==> src/rtl/logic_unit_serial_pkg.sv <==
// Shared definitions for the serial logic unit:
// logic opcodes and FSM state encoding.
package logic_unit_serial_pkg;

  localparam logic [2:0] LOGIC_AND  = 3'b000;
  localparam logic [2:0] LOGIC_OR   = 3'b001;
  localparam logic [2:0] LOGIC_NOR  = 3'b010;
  localparam logic [2:0] LOGIC_NAND = 3'b011;
  localparam logic [2:0] LOGIC_XOR  = 3'b100;
  localparam logic [2:0] LOGIC_XNOR = 3'b101;
  localparam logic [2:0] LOGIC_NOT  = 3'b110;
  localparam logic [2:0] LOGIC_BUF  = 3'b111;

  typedef enum logic [1:0] {
    ST_IDLE = 2'd0,
    ST_RUN  = 2'd1,
    ST_DONE = 2'd2
  } state_e;

endpackage

==> src/rtl/logic_unit_serial_slice.sv <==
// logic_slice: combinational SLICE_WIDTH-bit logic op from gate primitives.
// Ports: OPR opcode, A_s/B_s slice operands, Y_s slice result.
import logic_unit_serial_pkg::*;

module logic_slice #(
  parameter int SLICE_WIDTH = 4
) (
  input  logic [2:0]             OPR,
  input  logic [SLICE_WIDTH-1:0] A_s,
  input  logic [SLICE_WIDTH-1:0] B_s,
  output logic [SLICE_WIDTH-1:0] Y_s
);

  logic [SLICE_WIDTH-1:0] and_w;
  logic [SLICE_WIDTH-1:0] or_w;
  logic [SLICE_WIDTH-1:0] nor_w;
  logic [SLICE_WIDTH-1:0] nand_w;
  logic [SLICE_WIDTH-1:0] xor_w;
  logic [SLICE_WIDTH-1:0] xnor_w;
  logic [SLICE_WIDTH-1:0] not_w;
  logic [SLICE_WIDTH-1:0] buf_w;

  for (genvar i = 0; i < SLICE_WIDTH; i++) begin : g_bit
    and  u_and  (and_w[i],  A_s[i], B_s[i]);
    or   u_or   (or_w[i],   A_s[i], B_s[i]);
    nor  u_nor  (nor_w[i],  A_s[i], B_s[i]);
    nand u_nand (nand_w[i], A_s[i], B_s[i]);
    xor  u_xor  (xor_w[i],  A_s[i], B_s[i]);
    xnor u_xnor (xnor_w[i], A_s[i], B_s[i]);
    not  u_not  (not_w[i],  A_s[i]);
    buf  u_buf  (buf_w[i],  A_s[i]);
  end

  always_comb begin
    Y_s = '0;
    unique case (OPR)
      LOGIC_AND:  Y_s = and_w;
      LOGIC_OR:   Y_s = or_w;
      LOGIC_NOR:  Y_s = nor_w;
      LOGIC_NAND: Y_s = nand_w;
      LOGIC_XOR:  Y_s = xor_w;
      LOGIC_XNOR: Y_s = xnor_w;
      LOGIC_NOT:  Y_s = not_w;
      LOGIC_BUF:  Y_s = buf_w;
    endcase
  end

endmodule

==> src/rtl/logic_unit_serial.sv <==
// Multi-cycle logic unit: one SLICE_WIDTH slice per clock, START/DONE.
// Ports: CLK, RST(async low), START, OPR, A, B -> BUSY, DONE, Y, ZERO, PARITY.
import logic_unit_serial_pkg::*;

module logic_unit_serial #(
  parameter int DATA_WIDTH  = 32,
  parameter int SLICE_WIDTH = 4
) (
  input  logic                  CLK,
  input  logic                  RST,
  input  logic                  START,
  input  logic [2:0]            OPR,
  input  logic [DATA_WIDTH-1:0] A,
  input  logic [DATA_WIDTH-1:0] B,
  output logic                  BUSY,
  output logic                  DONE,
  output logic [DATA_WIDTH-1:0] Y,
  output logic                  ZERO,
  output logic                  PARITY
);

  localparam int DW     = DATA_WIDTH;
  localparam int SW     = SLICE_WIDTH;
  localparam int NSLICE = DW / SW;
  localparam int CW     = (NSLICE > 1) ? $clog2(NSLICE) : 1;
  localparam logic [CW-1:0] LAST = CW'(NSLICE - 1);

  if ((DATA_WIDTH % SLICE_WIDTH) != 0) begin : g_bad_width
    $error("DATA_WIDTH must be a multiple of SLICE_WIDTH");
  end

  state_e          state_q, state_d;
  logic [CW-1:0]   cnt_q, cnt_d;
  logic [2:0]      opr_q, opr_d;
  logic [DW-1:0]   a_q, a_d;
  logic [DW-1:0]   b_q, b_d;
  logic [DW-1:0]   res_q, res_d;
  logic            nz_q, nz_d;
  logic            par_q, par_d;
  logic [DW-1:0]   y_q, y_d;
  logic            zero_q, zero_d;
  logic            parity_q, parity_d;
  logic            done_q, done_d;
  logic            busy_q, busy_d;

  logic [SW-1:0]    slice_y;
  logic [DW+SW-1:0] res_ext;

  // Operand regs shift right, so the current slice is always bits [SW-1:0].
  logic_slice #(
    .SLICE_WIDTH(SW)
  ) u_slice (
    .OPR (opr_q),
    .A_s (a_q[SW-1:0]),
    .B_s (b_q[SW-1:0]),
    .Y_s (slice_y)
  );

  always_comb begin
    state_d  = state_q;
    cnt_d    = cnt_q;
    opr_d    = opr_q;
    a_d      = a_q;
    b_d      = b_q;
    res_d    = res_q;
    nz_d     = nz_q;
    par_d    = par_q;
    y_d      = y_q;
    zero_d   = zero_q;
    parity_d = parity_q;
    done_d   = 1'b0;
    busy_d   = busy_q;
    // New slice enters at the top; after NSLICE steps slice 0 is at the bottom.
    res_ext  = {slice_y, res_q} >> SW;

    unique case (state_q)
      ST_IDLE, ST_DONE: begin
        state_d = ST_IDLE;
        busy_d  = 1'b0;
        if (START) begin
          state_d = ST_RUN;
          busy_d  = 1'b1;
          opr_d   = OPR;
          a_d     = A;
          b_d     = B;
          cnt_d   = '0;
          nz_d    = 1'b0;
          par_d   = 1'b0;
        end
      end
      ST_RUN: begin
        a_d   = a_q >> SW;
        b_d   = b_q >> SW;
        res_d = res_ext[DW-1:0];
        nz_d  = nz_q | (|slice_y);
        par_d = par_q ^ (^slice_y);
        cnt_d = cnt_q + CW'(1);
        if (cnt_q == LAST) begin
          cnt_d    = '0;
          y_d      = res_ext[DW-1:0];
          zero_d   = ~nz_d;
          parity_d = par_d;
          done_d   = 1'b1;
          busy_d   = 1'b0;
          state_d  = ST_DONE;
        end
      end
      default: begin
        state_d = ST_IDLE;
        busy_d  = 1'b0;
      end
    endcase
  end

  always_ff @(posedge CLK or negedge RST) begin
    if (!RST) begin
      state_q  <= ST_IDLE;
      cnt_q    <= '0;
      opr_q    <= '0;
      a_q      <= '0;
      b_q      <= '0;
      res_q    <= '0;
      nz_q     <= 1'b0;
      par_q    <= 1'b0;
      y_q      <= '0;
      zero_q   <= 1'b1;
      parity_q <= 1'b0;
      done_q   <= 1'b0;
      busy_q   <= 1'b0;
    end else begin
      state_q  <= state_d;
      cnt_q    <= cnt_d;
      opr_q    <= opr_d;
      a_q      <= a_d;
      b_q      <= b_d;
      res_q    <= res_d;
      nz_q     <= nz_d;
      par_q    <= par_d;
      y_q      <= y_d;
      zero_q   <= zero_d;
      parity_q <= parity_d;
      done_q   <= done_d;
      busy_q   <= busy_d;
    end
  end

  assign BUSY   = busy_q;
  assign DONE   = done_q;
  assign Y      = y_q;
  assign ZERO   = zero_q;
  assign PARITY = parity_q;

endmodule
==> config.mk <==
export PLATFORM = sky130hd
export DESIGN_NAME = logic_unit_serial
export DESIGN_NICKNAME = d
export VERILOG_FILES = /design/src/rtl/logic_unit_serial_pkg.sv /design/src/rtl/logic_unit_serial_slice.sv /design/src/rtl/logic_unit_serial.sv
export SDC_FILE = /design/constraint.sdc
export NUM_CORES = 1
export LEC_CHECK = 0
export ABC_AREA = 1
export CAP_MARGIN = 20
export CORE_ASPECT_RATIO = 0.75
export CORE_UTILIZATION = 55
export CTS_BUF_LIST = sky130_fd_sc_hd__clkbuf_4 sky130_fd_sc_hd__clkbuf_8 sky130_fd_sc_hd__clkbuf_16
export CTS_CLUSTER_DIAMETER = 150
export CTS_CLUSTER_SIZE = 10
export DETAILED_ROUTE_END_ITERATION = 10
export PLACE_DENSITY = 0.82
export RECOVER_POWER = 100
export SYNTH_ARGS = -nofsm -noshare
export SYNTH_HDL_FRONTEND = slang
export SYNTH_SLANG_ARGS = --single-unit
==> constraint.sdc <==
create_clock -name CLK -period 5.25 [get_ports CLK]
set_input_delay 1.3125 -clock CLK [delete_from_list [all_inputs] [get_ports CLK]]
set_output_delay 1.3125 -clock CLK [all_outputs]
set_load 0.03 [all_outputs]
==> metrics.txt, run 1 <==
die footprint 12600 um^2; Synth Area per Inst 9.35 um^2; Placed Area 7630 um^2; Mapped Area 6660 um^2; Yosys warning total 0; Pre-antenna DRT Iters 5; maximum buffer depth of the clock tree 2; Hold WC Path Type reg2reg; layout cells sized above 1 9.26%; Vias per Instance 5.45; post-route clock skew 0.0111 ns; post-route ant nets 0; Max transition margin -67.3%; PD cells 714 nW/um^2; Root Driver clkbuf_16; final instance area 8040 um^2; sequential area share after synthesis 51.5%; Initial Util 56.9%; Ports 106; VDD IR-drop max 0.356 mV; CP required 5.59 ns; worst r2r src state_q[0]; Worst Tran Pin Value 2.51 ns; antenna violations before repair 0; DRT iter0 DRCs 499; Tot GR Track Use 25.9%; simple-gate area share of the yosys netlist 14.7%; Die Y-Extent 97.3 um; first-pass GRT wire length 25100 um; worst path arrival time 4.26 ns; final net count 879; PostCTS Resize Cnt 0; run status finished with violations; largest family of logic cells by synthesized area compound AO/OA/AOI/OAI gates; Worst Path Class, Setup in2reg; Worst setup EP type flop; CTS clock-pin slew for the worst setup and hold paths 0.06 ns; Final Routed Wirelength 15300 um; flop2flop setup slack 1.56 ns; Final Max Tran Viols 194; worst-case reg-to-reg path depth 7; number of global-route vias before repair 5210; H-tree Lvls 4; CTS tree yes; Synth Area in Compound Gates 20.3%; post-synthesis adder-cell area fraction 2.25%; largest net degree at the start of global routing 111; crit-path cells dlygate4sd3_1 -> nand2_1 -> nand2_2 -> buf_4 -> o211ai_1 -> o21ai_2; Final Cycle Share 74.8%; slowest library cell on the worst path nand2_2; vias 5296; CP Launch Type input pin; Hold EP Y[23]; Max Fclk 255 MHz; Post-Synth XOR/XNOR Area 0.263%; RSZ-0062 raised after global routing false; WL/cell 15.8 um; multi-input logic area 2280 um^2; commonest non-fill, non-tap cells in the layout 172 x nand2_1, 136 x dfrtp_1, 103 x inv_1; Storage cell area 3430 um^2; CTS Buf Count 17; Leak 0.00388 uW; critical-path maximum fanout 88; Die W 129 um; asr flop ratio synth 100%; final setup TNS 0 ns; Post CTS Setup Buffer Count 0; row cnt 34; Final min period 3.93 ns; ANT cells 0; post-synthesis mux area share 0.169%; #FFs+latches synth 137; Syn Inst Count 712; Core Region 11700 um^2; EDFF count, synth 0; post-synthesis cell type count 35; gr ovfl total 0; reg2reg end a_q[15]; final number of setup-violating endpoints 0; depth of the worst hold-timing path 2; max cap viols 2; crit-path max cell delay 1.15 ns; HPWL Detailed 9810 um; clock latency on the worst-skew pair 0.41 ns; P&R area growth vs syn 20.7%; total power 5740 uW; syn_nets 794; CTS Hold Buffers Added 0; PortBufs 105; GPL Wtd Cong 0.841; min-delay src Y[23]; Most used DFF post-synth dfrtp_1; most common library cell in the layout ignoring fill and taps nand2_1; Residual DRC 0; CTS sink cnt 137; failing checks max-capacitance violations, max-slew violations; Fill cells 856; Hold Fails Final Rpt 0
cell type report:
cell class,instances,area share (%)
Clock inverter,15,2.35
Tap cell,162,2.52
Timing Repair Buffer,110,13.7
Sequential cell,137,42.7
Clock buffer,17,5.29
Inverter,106,5.03
Multi-Input combinational cell,425,28.4
logic make-up (layout without fill, tap and decap cells):
logic type	count (synthesis)	count (layout)
AO/OA/AOI/OAI	178	178
XOR/XNOR	2	2
adder cells (fa/ha/maj)	12	12
buffers and inverters	150	248
flip-flops	137	137
multiplexers	1	1
AND/OR/NAND/NOR	232	232
registers in the layout (all words and copies together), names as in the netlist:
signal	count
nz_q	1
cnt_q	3
opr_q	3
Y	32
DONE	1
state_q	2
PARITY	1
b_q	32
res_q	28
par_q	1
a_q	32
ZERO	1
where the power goes:
part	internal [uW]	switching [uW]	total, uW
Sequential	1570	278	1850
Combinational	932	1720	2650
Clock	757	483	1240
Total	3260	2480	5740
critical path: cells and delay by family:
family                 cells  cell delay (ns)
AO/OA/AOI/OAI              2             0.24
AND/OR/NAND/NOR            2             1.46
buffers and inverters      2             1.19
synthesized netlist by cell type, types with 2 or more instances:
cell type | count | share of area [%]
nand2_1 | 171 | 9.6
dfrtp_1 | 136 | 51
inv_1 | 102 | 5.7
o21ai_2 | 47 | 6.2
o21ai_0 | 35 | 2.6
o21ai_1 | 35 | 2.6
o211ai_2 | 27 | 5.1
nand3_1 | 25 | 1.9
o211ai_1 | 25 | 2.8
buf_2 | 18 | 1.4
nor2_1 | 18 | 1.0
buf_6 | 14 | 2.4
ha_1 | 12 | 2.3
nand4_1 | 10 | 0.94
buf_4 | 6 | 0.68
buf_1 | 4 | 0.23
inv_4 | 3 | 0.28
a211oi_1 | 2 | 0.23
a21oi_1 | 2 | 0.15
a22o_1 | 2 | 0.26
nor2_8 | 2 | 0.60
nor3_1 | 2 | 0.15
o22ai_1 | 2 | 0.19
routing by layer:
layer  global-route usage, %  part of all wire, %
met3                    5.78                  6.5
met2                    40.4                   47
met4                    9.86                  2.2
met5                       0                    0
met1                    35.3                   44
worst max-delay path by stage:
stage | cells past startpoint | slack, ns | to | start
after global placement | 6 | 1.63 | a_q[18] | START
after global routing | 2 | 1.04 | a_q[22] | RST
after detailed placement | 6 | 1.54 | a_q[23] | START
after floorplan | 6 | 3.02 | b_q[19] | START
final | 6 | 1.32 | a_q[15] | START
after CTS | 6 | 1.94 | a_q[23] | START
stage by stage:
stage          worst slack, ns  hold slack [ns]  instances  utilization [%]
2_1_floorplan             3.02            0.449        712                -
3_3_place_gp              1.63            0.455        939             65.2
3_5_place_dp              1.54            0.465        939             65.2
4_1_cts                   1.94            0.481        971             70.4
5_1_grt                   1.04            0.497        972             68.7
6_report                  1.32            0.474        972             68.7
Power figures use the tool's default switching activity.
==> inputs of run 2 (changes only) <==
--- a/config.mk
+++ b/config.mk
@@ -8,12 +8,12 @@
 export ABC_AREA = 1
 export CAP_MARGIN = 20
 export CORE_ASPECT_RATIO = 0.75
-export CORE_UTILIZATION = 55
+export CORE_UTILIZATION = 49
 export CTS_BUF_LIST = sky130_fd_sc_hd__clkbuf_4 sky130_fd_sc_hd__clkbuf_8 sky130_fd_sc_hd__clkbuf_16
 export CTS_CLUSTER_DIAMETER = 150
 export CTS_CLUSTER_SIZE = 10
 export DETAILED_ROUTE_END_ITERATION = 10
-export PLACE_DENSITY = 0.82
+export PLACE_DENSITY = 0.77
 export RECOVER_POWER = 100
 export SYNTH_ARGS = -nofsm -noshare
 export SYNTH_HDL_FRONTEND = slang
==> constraint.sdc (replaced) <==
create_clock -name CLK -period 3.45 [get_ports CLK]
set_input_delay 0.8625 -clock CLK [delete_from_list [all_inputs] [get_ports CLK]]
set_output_delay 0.8625 -clock CLK [all_outputs]
set_load 0.03 [all_outputs]
==> run 2 against run 1 <==
The run still ends with max-capacitance violations, max-slew violations left. Sequential cell count unchanged. Largest cell class unchanged. Critical endpoint is now b_q[20]. Setup slack worse by 0.48 ns. Sequential share of layout area down 0.54 points.
==> metrics.txt, run 2 (synthesis gave the netlist of run 1 again) <==
vias 5124; critical-path maximum fanout 49; Max transition margin -18.6%; Max Fclk 384 MHz; Net Switching 3550 uW; PostCTS Resize Cnt 0; CP delay by family, top buffers and inverters; Hold Fails Final Rpt 0; gr ovfl total 0; post-route clock skew 0.00944 ns; Tot GR Track Use 22.3%; Flop pwr share 31.8%; Ports 106; RSZ-0062 raised after global routing false; Hold WC Path Type reg2reg; max cap viols 2; layout cells sized above 1 9.01%; Cells after DPL 949; Post-Layout Cell Count 981; Worst setup EP type flop; Leak 0.00393 uW; CP required 3.78 ns; Worst Tran Pin Value 1.78 ns; Die Y-Extent 103 um; HPWL Detailed 9280 um; PortBufs 105; CTS clock-pin slew for the worst setup and hold paths 0.06 ns; Worst Path Class, Setup reg2reg; VDD IR-drop max 0.546 mV; antenna violations before repair 0; P&R area growth vs syn 22.2%; DRT iter0 DRCs 278; commonest non-fill, non-tap cells in the layout 172 x nand2_1, 136 x dfrtp_1, 103 x inv_1; failing checks max-capacitance violations, max-slew violations; Pre-antenna DRT Iters 5; Final min period 2.60 ns; CTS tree yes; final number of setup-violating endpoints 0; GPL Wtd Cong 0.871; final instance area 8140 um^2; Final Max Tran Viols 231; Core Region 13100 um^2; Initial Util 50.8%; crit-path cells inv_4 -> nor2_1 -> clkinvlp_2 -> nand2_4 -> buf_12 -> o211ai_1 -> o21ai_0; Placed Area 7700 um^2; Die W 137 um; final setup TNS 0 ns; largest net degree at the start of global routing 159; final net count 879; Residual DRC 0; PD cells 1080 nW/um^2; Core Util, Final 62.1%; post-route ant nets 0; Setup WS post-layout 0.849 ns; WL/cell 14.5 um; most common library cell in the layout ignoring fill and taps nand2_1; row cnt 36; Net Sw Frac 40.5%; Post CTS Setup Buffer Count 0; Final Routed Wirelength 14200 um; maximum buffer depth of the clock tree 2; combinational fraction of design power 44.3%; Pint 5220 uW; Critical path buffers and inverters 3; die footprint 14100 um^2; CTS Hold Buffers Added 0; clock latency on the worst-skew pair 0.42 ns; CP Launch Type flop; worst path arrival time 2.93 ns; CTS sink cnt 137; min-delay src Y[20]; H-tree Lvls 4; crit path from state_q[0]; worst slack, placed 0.616 ns; slowest library cell on the worst path clkinvlp_2; run status finished with violations; number of global-route vias before repair 4892; ANT cells 0; Root Driver clkbuf_16; crit-path max cell delay 0.64 ns; CTS Buf Count 17; Vias per Instance 5.22; Clk pwr share 24.0%; first-pass GRT wire length 24000 um; Final Cycle Share 75.4%; worst r2r src state_q[0]
[run 2: cell types whose count changed in the layout (fill, tap and decap cells not counted), sizes merged]
| cell | before | now |
|---|---|---|
| bufinv | 3 | 6 |
| inv | 110 | 106 |
| clkinv | 5 | 2 |
| clkbuf | 19 | 24 |
| clkinvlp | 3 | 2 |
[run 2: power groups by stage]
stage          logic, uW  registers, uW  clock network (uW)
2_1_floorplan       3040           3040                   0
3_3_place_gp        4130           2780                   0
3_5_place_dp        4270           2810                   0
4_1_cts             4330           2800                2140
5_1_grt             4420           2870                2210
6_report            3880           2790                2100
[run 2: routing by layer]
metal / wire [um] / part of all wire, % / global-route usage [%]
met5: 0 / 0 / 0
met4: 218 / 1.5 / 8.97
met2: 6350 / 45 / 33.2
met3: 756 / 5.3 / 5.56
met1: 6920 / 49 / 31.4
[run 2: tightest hold or removal path, delay by kind of cell, from the launching register on]
family | cells | cell delay [ns]
flip-flops | 1 | 0.34
AND/OR/NAND/NOR | 2 | 0.11
[run 2: cell type report]
cell class | count | area (um^2)
clock buffer | 22 | 475
clock inverter | 10 | 214
fill | 1063 | 4970
inverter | 106 | 402
multi-input combinational | 425 | 2280
sequential | 137 | 3430
tap | 171 | 214
timing repair buffer | 110 | 1120
[run 2: metrics by stage]
step | power, uW | hold slack [ns]
after global routing | 9500 | 0.499
final | 8770 | 0.472
after detailed placement | 7080 | 0.464
after global placement | 6900 | 0.454
after CTS | 9260 | 0.475
after floorplan | 6080 | 0.449
[run 2: worst paths after layout]
path                       endpoint  slack (ns)  cells past startpoint
max                         b_q[20]        0.85                      7
min                           Y[20]        0.47                      2
max reg2reg                 b_q[20]        0.85                      7
min reg2reg                   Y[20]        0.47                      2
max in group asynchronous   b_q[11]        1.42                      2
min in group asynchronous     Y[13]        0.93                      1
